==> config.mk <==
export PLATFORM = sky130hd
export DESIGN_NAME = de_arbiter
export DESIGN_NICKNAME = d
export VERILOG_FILES = /design/src/rtl/de_arbiter.sv
export SDC_FILE = /design/constraint.sdc
export NUM_CORES = 1
export LEC_CHECK = 0
export BUFFER_PORTS_ARGS = -buffer_cell sky130_fd_sc_hd__buf_2
export CAP_MARGIN = 20
export CORE_AREA = 2 2 106 108
export CTS_BUF_LIST = sky130_fd_sc_hd__clkbuf_8
export DETAILED_ROUTE_END_ITERATION = 6
export DIE_AREA = 0 0 108 110
export PLACE_DENSITY_LB_ADDON = 0.3
export SYNTH_ARGS = -nofsm -noshare
export SYNTH_HDL_FRONTEND = slang
export SYNTH_SLANG_ARGS = --single-unit
==> constraint.sdc <==
create_clock -name clk -period 2.3 [get_ports clk]
set_input_delay 0.46 -clock clk [delete_from_list [all_inputs] [get_ports clk]]
set_output_delay 0.46 -clock clk [all_outputs]
set_load 0.03 [all_outputs]
==> src/rtl/de_arbiter.sv <==
// de_arbiter: round-robin arbiter sharing one drawing-engine (de_*) memory
// port between two masters. A master keeps the grant while it holds
// de_req, up to BURST_MAX acked beats, then yields if the other master is
// waiting. Grant changes only happen on a clock edge where the owner
// either dropped its request or took an ack, so the slave never sees a
// request swapped under it.
//
// Ports:
//   clk, rst             system clock, async active-high reset
//   mX_de_req/addr/...   master-side request bundles (X = 0, 1)
//   mX_de_ack            beat accept, only to the current owner
//   mX_de_r_data         broadcast copy of de_r_data
//   de_*                 downstream port (combinational mux of the owner)
//   grant                one-hot owner: bit0 = m0, bit1 = m1, 00 = idle
module de_arbiter #(
  parameter int unsigned BURST_MAX = 16
) (
  input  logic        clk,
  input  logic        rst,
  input  logic        m0_de_req,
  input  logic [17:0] m0_de_addr,
  input  logic [3:0]  m0_de_nbyte,
  input  logic        m0_de_rnw,
  input  logic [31:0] m0_de_w_data,
  output logic        m0_de_ack,
  output logic [31:0] m0_de_r_data,
  input  logic        m1_de_req,
  input  logic [17:0] m1_de_addr,
  input  logic [3:0]  m1_de_nbyte,
  input  logic        m1_de_rnw,
  input  logic [31:0] m1_de_w_data,
  output logic        m1_de_ack,
  output logic [31:0] m1_de_r_data,
  output logic        de_req,
  input  logic        de_ack,
  output logic [17:0] de_addr,
  output logic [3:0]  de_nbyte,
  output logic        de_rnw,
  output logic [31:0] de_w_data,
  input  logic [31:0] de_r_data,
  output logic [1:0]  grant
);

  // Counter must hold BURST_MAX itself, since it saturates there.
  localparam int BW = (BURST_MAX < 1) ? 1 : $clog2(BURST_MAX + 1);

  typedef enum logic [1:0] {
    IDLE = 2'd0,
    OWN0 = 2'd1,
    OWN1 = 2'd2
  } state_t;

  state_t        r_state;
  logic          r_last;
  logic [BW-1:0] r_beats;

  logic          w_own_is1;
  logic          w_own_req;
  logic          w_oth_req;
  logic [31:0]   w_beats_nxt;
  logic          w_at_limit;
  logic          w_can_inc;

  assign w_own_is1   = (r_state == OWN1);
  assign w_own_req   = w_own_is1 ? m1_de_req : m0_de_req;
  assign w_oth_req   = w_own_is1 ? m0_de_req : m1_de_req;
  assign w_beats_nxt = 32'(r_beats) + 32'd1;
  // ">=" rather than "==" so a saturated owner still yields once the other
  // master starts waiting; the two agree while the counter is below the limit.
  assign w_at_limit  = (BURST_MAX != 0) && (w_beats_nxt >= BURST_MAX);
  assign w_can_inc   = (BURST_MAX != 0) && (w_beats_nxt <= BURST_MAX);

  always_ff @(posedge clk or posedge rst) begin
    if (rst) begin
      r_state <= IDLE;
      r_last  <= 1'b1;
      r_beats <= '0;
    end else begin
      case (r_state)
        IDLE: begin
          r_beats <= '0;
          if (m0_de_req && (!m1_de_req || r_last)) begin
            r_state <= OWN0;
          end else if (m1_de_req) begin
            r_state <= OWN1;
          end
        end
        OWN0, OWN1: begin
          if (!w_own_req || (de_ack && w_at_limit && w_oth_req)) begin
            r_last  <= w_own_is1;
            r_beats <= '0;
            if (w_oth_req) begin
              r_state <= w_own_is1 ? OWN0 : OWN1;
            end else begin
              r_state <= IDLE;
            end
          end else if (de_ack && w_can_inc) begin
            r_beats <= BW'(w_beats_nxt);
          end
        end
        default: begin
          r_state <= IDLE;
          r_beats <= '0;
        end
      endcase
    end
  end

  always_comb begin
    de_req    = 1'b0;
    de_addr   = '0;
    de_nbyte  = 4'b1111;
    de_rnw    = 1'b1;
    de_w_data = '0;
    case (r_state)
      OWN0: begin
        de_req    = m0_de_req;
        de_addr   = m0_de_addr;
        de_nbyte  = m0_de_nbyte;
        de_rnw    = m0_de_rnw;
        de_w_data = m0_de_w_data;
      end
      OWN1: begin
        de_req    = m1_de_req;
        de_addr   = m1_de_addr;
        de_nbyte  = m1_de_nbyte;
        de_rnw    = m1_de_rnw;
        de_w_data = m1_de_w_data;
      end
      default: ;
    endcase
  end

  assign m0_de_ack    = de_ack & (r_state == OWN0);
  assign m1_de_ack    = de_ack & (r_state == OWN1);
  assign m0_de_r_data = de_r_data;
  assign m1_de_r_data = de_r_data;
  assign grant        = {r_state == OWN1, r_state == OWN0};

endmodule

---- After elaboration in Yosys (flattened, before gate mapping) ----
Cells that the tools add are included.
storage, ports and cells
  input bits .............................. 147
  register bits after elaboration ......... 8
  output and inout port bits .............. 124
operators by class
  magnitude comparators ................... 2
  eq/ne operators ......................... 5
  muxes and demuxes ....................... 16
  bitwise logic cells ..................... 2
  add/sub/neg operators ................... 1
  reductions and logical operators ........ 12
operators with widths
  cell                   number
  $pmux W32 S2           1
  $pmux W18 S2           1
  $mux W5                3
  $mux W2                5
  $pmux W4 S2            1
  $add A5 B1 Y6 const B  1
  $ge A6 B5 Y1 const B   1
  $le A6 B5 Y1 const B   1
  $ne A3 B3 Y1 const B   2
  $logic_and A1 B1 Y1    4
  $pmux W1 S2            2
  $pmux W2 S2            1
  $reduce_and A2 Y1      2
  $and A1 B1 Y1          2
  $eq A2 B1 Y1 const B   1
  $eq A2 B2 Y1 const B   1
  $logic_not A1 Y1       2
  $logic_not A2 Y1       1
  $logic_or A1 B1 Y1     2
  $mux W1                2
  $ne A2 B2 Y1 const B   1
  $reduce_or A2 Y1       1

---- Depth between registers and ports, before layout ----
  depth after elaboration ................. 7
  gate-level depth with buffers ........... 8

---- Least setup slack after synthesis ----
No wires, ideal clock.
  path kind ............................... reg-to-output
  start ................................... register r_state[1]
  end ..................................... output port de_addr[0]
  data arrival time ....................... 1.876 ns
  data required time ...................... 1.840 ns
  setup slack ............................. -0.036 ns
  path buffers ............................ 2
  stages on the path, launching flop included .. 7
  cells stage by stage .................... dfrtp_1 > inv_1 > ha_1 > and2_1 > buf_1 > clkbuf_1 > a22o_1
between the ends
  cells in the longest elaborated chain, start to end .. 2
ends and longest elaborated chain
  item                      RTL line  source
  start: declaration        53        state_t r_state;
  start signal: assignment  93        r_state <= w_own_is1 ? OWN0 : OWN1;
  $eq A2 B1 Y1              -
  via grant[0]              41        output logic [1:0] grant
  $pmux W18 S2              115       case (r_state)
  end: declaration          36        output logic [17:0] de_addr,
The timed path passes the listed nets, and every way through them passes these cells.

---- Final worst setup path ----
  start ................................... register r_state[1]
  end ..................................... output port de_addr[7]
between the ends
  cells in the longest elaborated chain, start to end .. 2
ends and longest elaborated chain
  item                                          RTL line
  $eq A2 B2 Y1 or $eq A2 B1 Y1 (tied branches)  115
  $pmux W18 S2 *                                115
Every way passes the cells marked *; elsewhere a longest branch is shown, timed or not.

==> metrics.cfg <==
[clock_network]
clk_latency_ns=0.23
clk_pin_slew_ns=0.05
cts_tree=done
cts_hold_buf=0
cts_buffers=3
cts_max_path_buffers=2
cts.sinks=8
cts-root-buf=clkbuf_8
cts_max_level=1

[route]
wl_microns=8200
postRouteAntennaNets=0
drc_errors=0
dr.pass1.iters=4
vias=2047
drt_iter0_drc=98
wl_per_cell_microns=17.6
vias_per_cell=4.39

[worst_setup_path]
path_cells=buf_4, ha_1, inv_2, nor2_4, buf_12, clkbuf_16, a22o_1, buf_4
r2r_start=r_state[0]$_DFFE_PP0P_
rrSetupSlack_ns=0.36
setup.worst_path.start_class=flop
cpMaxStageDelayCell=dfrtp_1
slowest_delay_ns=0.38
cp.buffers_inverters=5
crit_fanout=6
crit_type=flop to primary output
required_ns=1.84
critical_path.most_common_cell=buf_4
rr_worst_depth=6
r2r-end=r_state[1]$_DFFE_PP0P_
crit_path_end_kind=primary output
cp.arrival_ns=1.78
path_delay_family=buffers and inverters

[grt]
grt.overflow.total=0
grtUsageMet1_pct=12.9
grt_busiest_layer=met2
grt_max_degree=28
grtUsageMet3_pct=3.23
grt_pass1_vias=1903
grt_first_pass_wirelength_microns=10700
antenna_found_initial=1
use_met2_pct=22.2
grt_use_total_pct=11.8

[hold_path]
hold_path_class=input pin to async pin

[power]
power.density_mw_per_mm2=1290
p_leak_nw=1.40
clkPwrFrac_pct=5.0
vdd_drop_max_mv=0.672
p_seq_share_pct=5.8
p_sw_share_pct=52.2
p_int_mw=1.69
combPwrFrac_pct=89.1
power.total_mw=3.53
switchingPower_mw=1.84

[sta]
hold_ws_ns=0.181
rsz0062_at_grt=yes
period_share_pct=97.4
setup_viol=0
fin_skew_ns=0.00315
hold_viol_final=0
layout_setup_ws_ns=0.0597
tightestPinTransition_ns=0.345
timing.fmax_mhz=446
slew_violations=0
period_needed_ns=2.24
slew_headroom_pct=76.5

[place]
pre_cts_ws_ns=0.0744
gp_congestion=0.769
portBuffers=174
hpwl_microns=6300
placed_cell_area_sq_mm=0.00233

[synthesis]
synth_seq_cells=8
async_reset_ff_share_pct=100
synth_edf_count=0
synth_area_per_cell_sq_um=8.28
ys_types=43
yosysSeqAreaShare_pct=11.5
yosys_most_used_dff=dfrtp_1
syn-num-nets=365
synth_cells=212
ys_warn_count=0
syn_area_sq_mm=0.00176

[die]
rows=38
initial_core_util_pct=16.4
fp.dieW_microns=108
core_area_sq_mm=0.0107
fp.dieH_microns=110
die_area_sq_mm=0.0119
io_pins=271

[finish]
area_delta_synth_final_pct=56.4
fillers=1167
final_util_pct=25.7
nets=478
fin_area_sq_mm=0.00275
final_common_cell=buf_2
layout-drive-gt1-share_pct=64.5
final_cell_mix=buf_2, a22o_1, buf_4

[run]
drv_cap=0

[outcome]
status=finished, final reports clean

## cell families after synthesis
kind of cell	Yosys count	share of synthesized area (%)
adder cells (fa/ha/maj)	6	4.28
multiplexers	5	3.28
flip-flops	8	11.5
buffers and inverters	86	33.2
AO/OA/AOI/OAI	78	38.3
XOR/XNOR	3	1.50
AND/OR/NAND/NOR	26	7.98
## timing repair
item	4_1_cts	5_1_grt
pin swaps	1	5
gates cloned	3	1
setup buffers	3	1
setup endpoints to repair	52	45
resized for setup	49	31
## cells in the mapped netlist, types with 2 or more instances
master    instances  area share (%)
mux2_1            2             1.3
o21ai_0           4             1.1
buf_2             7             2.0
inv_1             5             1.1
and2_1            4             1.4
clkbuf_1          6             1.3
nand2_1           4            0.86
ha_1              6             4.3
a221o_1           5             2.9
a22o_1           51              25
a22oi_1           2            0.86
a21oi_2           2             1.0
buf_4            65              28
nand2b_1          2            0.71
xor2_1            2             1.0
dfrtp_1           7              10
nand3_1           2            0.57
a21oi_1           3            0.86
nor2_1            6             1.3
a31oi_1           4             1.4
## state kept, by name, indices dropped and copies added, names as in the netlist
signal   flops
r_beats      5
r_last       1
r_state      2
## cell type report
| cell class | instances | area, sq um | share of cell area, % |
|---|---|---|---|
| repair buffers | 188 | 1280 | 46.6 |
| clock buffers | 3 | 41.3 | 1.50 |
| inverters | 6 | 23.8 | 0.866 |
| diodes | 2 | 5.00 | 0.182 |
| multi-input cells | 118 | 1010 | 37.0 |
| clock inverters | 1 | 3.75 | 0.137 |
| well taps | 140 | 175 | 6.38 |
| flip-flops and latches | 8 | 201 | 7.34 |
## layer usage
layer / up-vias / part of all wire, %
met5: - / 0
met4: 0 / 0.88
met3: 6 / 8.5
met2: 114 / 55
met1: 969 / 36
li1: 958 / -
## metrics by stage
step | TNS (ns) | std cells
after floorplan | 0 | 212
after global placement | 0 | 452
after detailed placement | 0 | 452
after CTS | 0 | 462
after global routing | -0.0873 | 465
final | 0 | 466
## how the worst max path moves through the flow
stage,from,cells after the start,endpoint
3_3_place_gp,r_state[0]$_DFFE_PP0P_,7,de_w_data[27]
5_1_grt,r_state[0]$_DFFE_PP0P_,7,de_addr[17]
3_5_place_dp,r_state[0]$_DFFE_PP0P_,7,de_w_data[27]
4_1_cts,r_state[0]$_DFFE_PP0P_,8,de_w_data[21]
6_report,r_state[1]$_DFFE_PP0P_,8,de_addr[7]
2_1_floorplan,r_state[1]$_DFFE_PP0P_,6,de_addr[0]
## power by group through the flow
| stage | sequential, mW | combinational (mW) | clock [mW] |
|---|---|---|---|
| 6_report | 0.207 | 3.15 | 0.177 |
| 5_1_grt | 0.211 | 3.33 | 0.197 |
| 4_1_cts | 0.204 | 3.01 | 0.187 |
| 3_5_place_dp | 0.214 | 2.48 | 0 |
| 3_3_place_gp | 0.214 | 2.47 | 0 |
| 2_1_floorplan | 0.208 | 1.94 | 0 |
No activity file was read; power rests on OpenSTA's default activity.
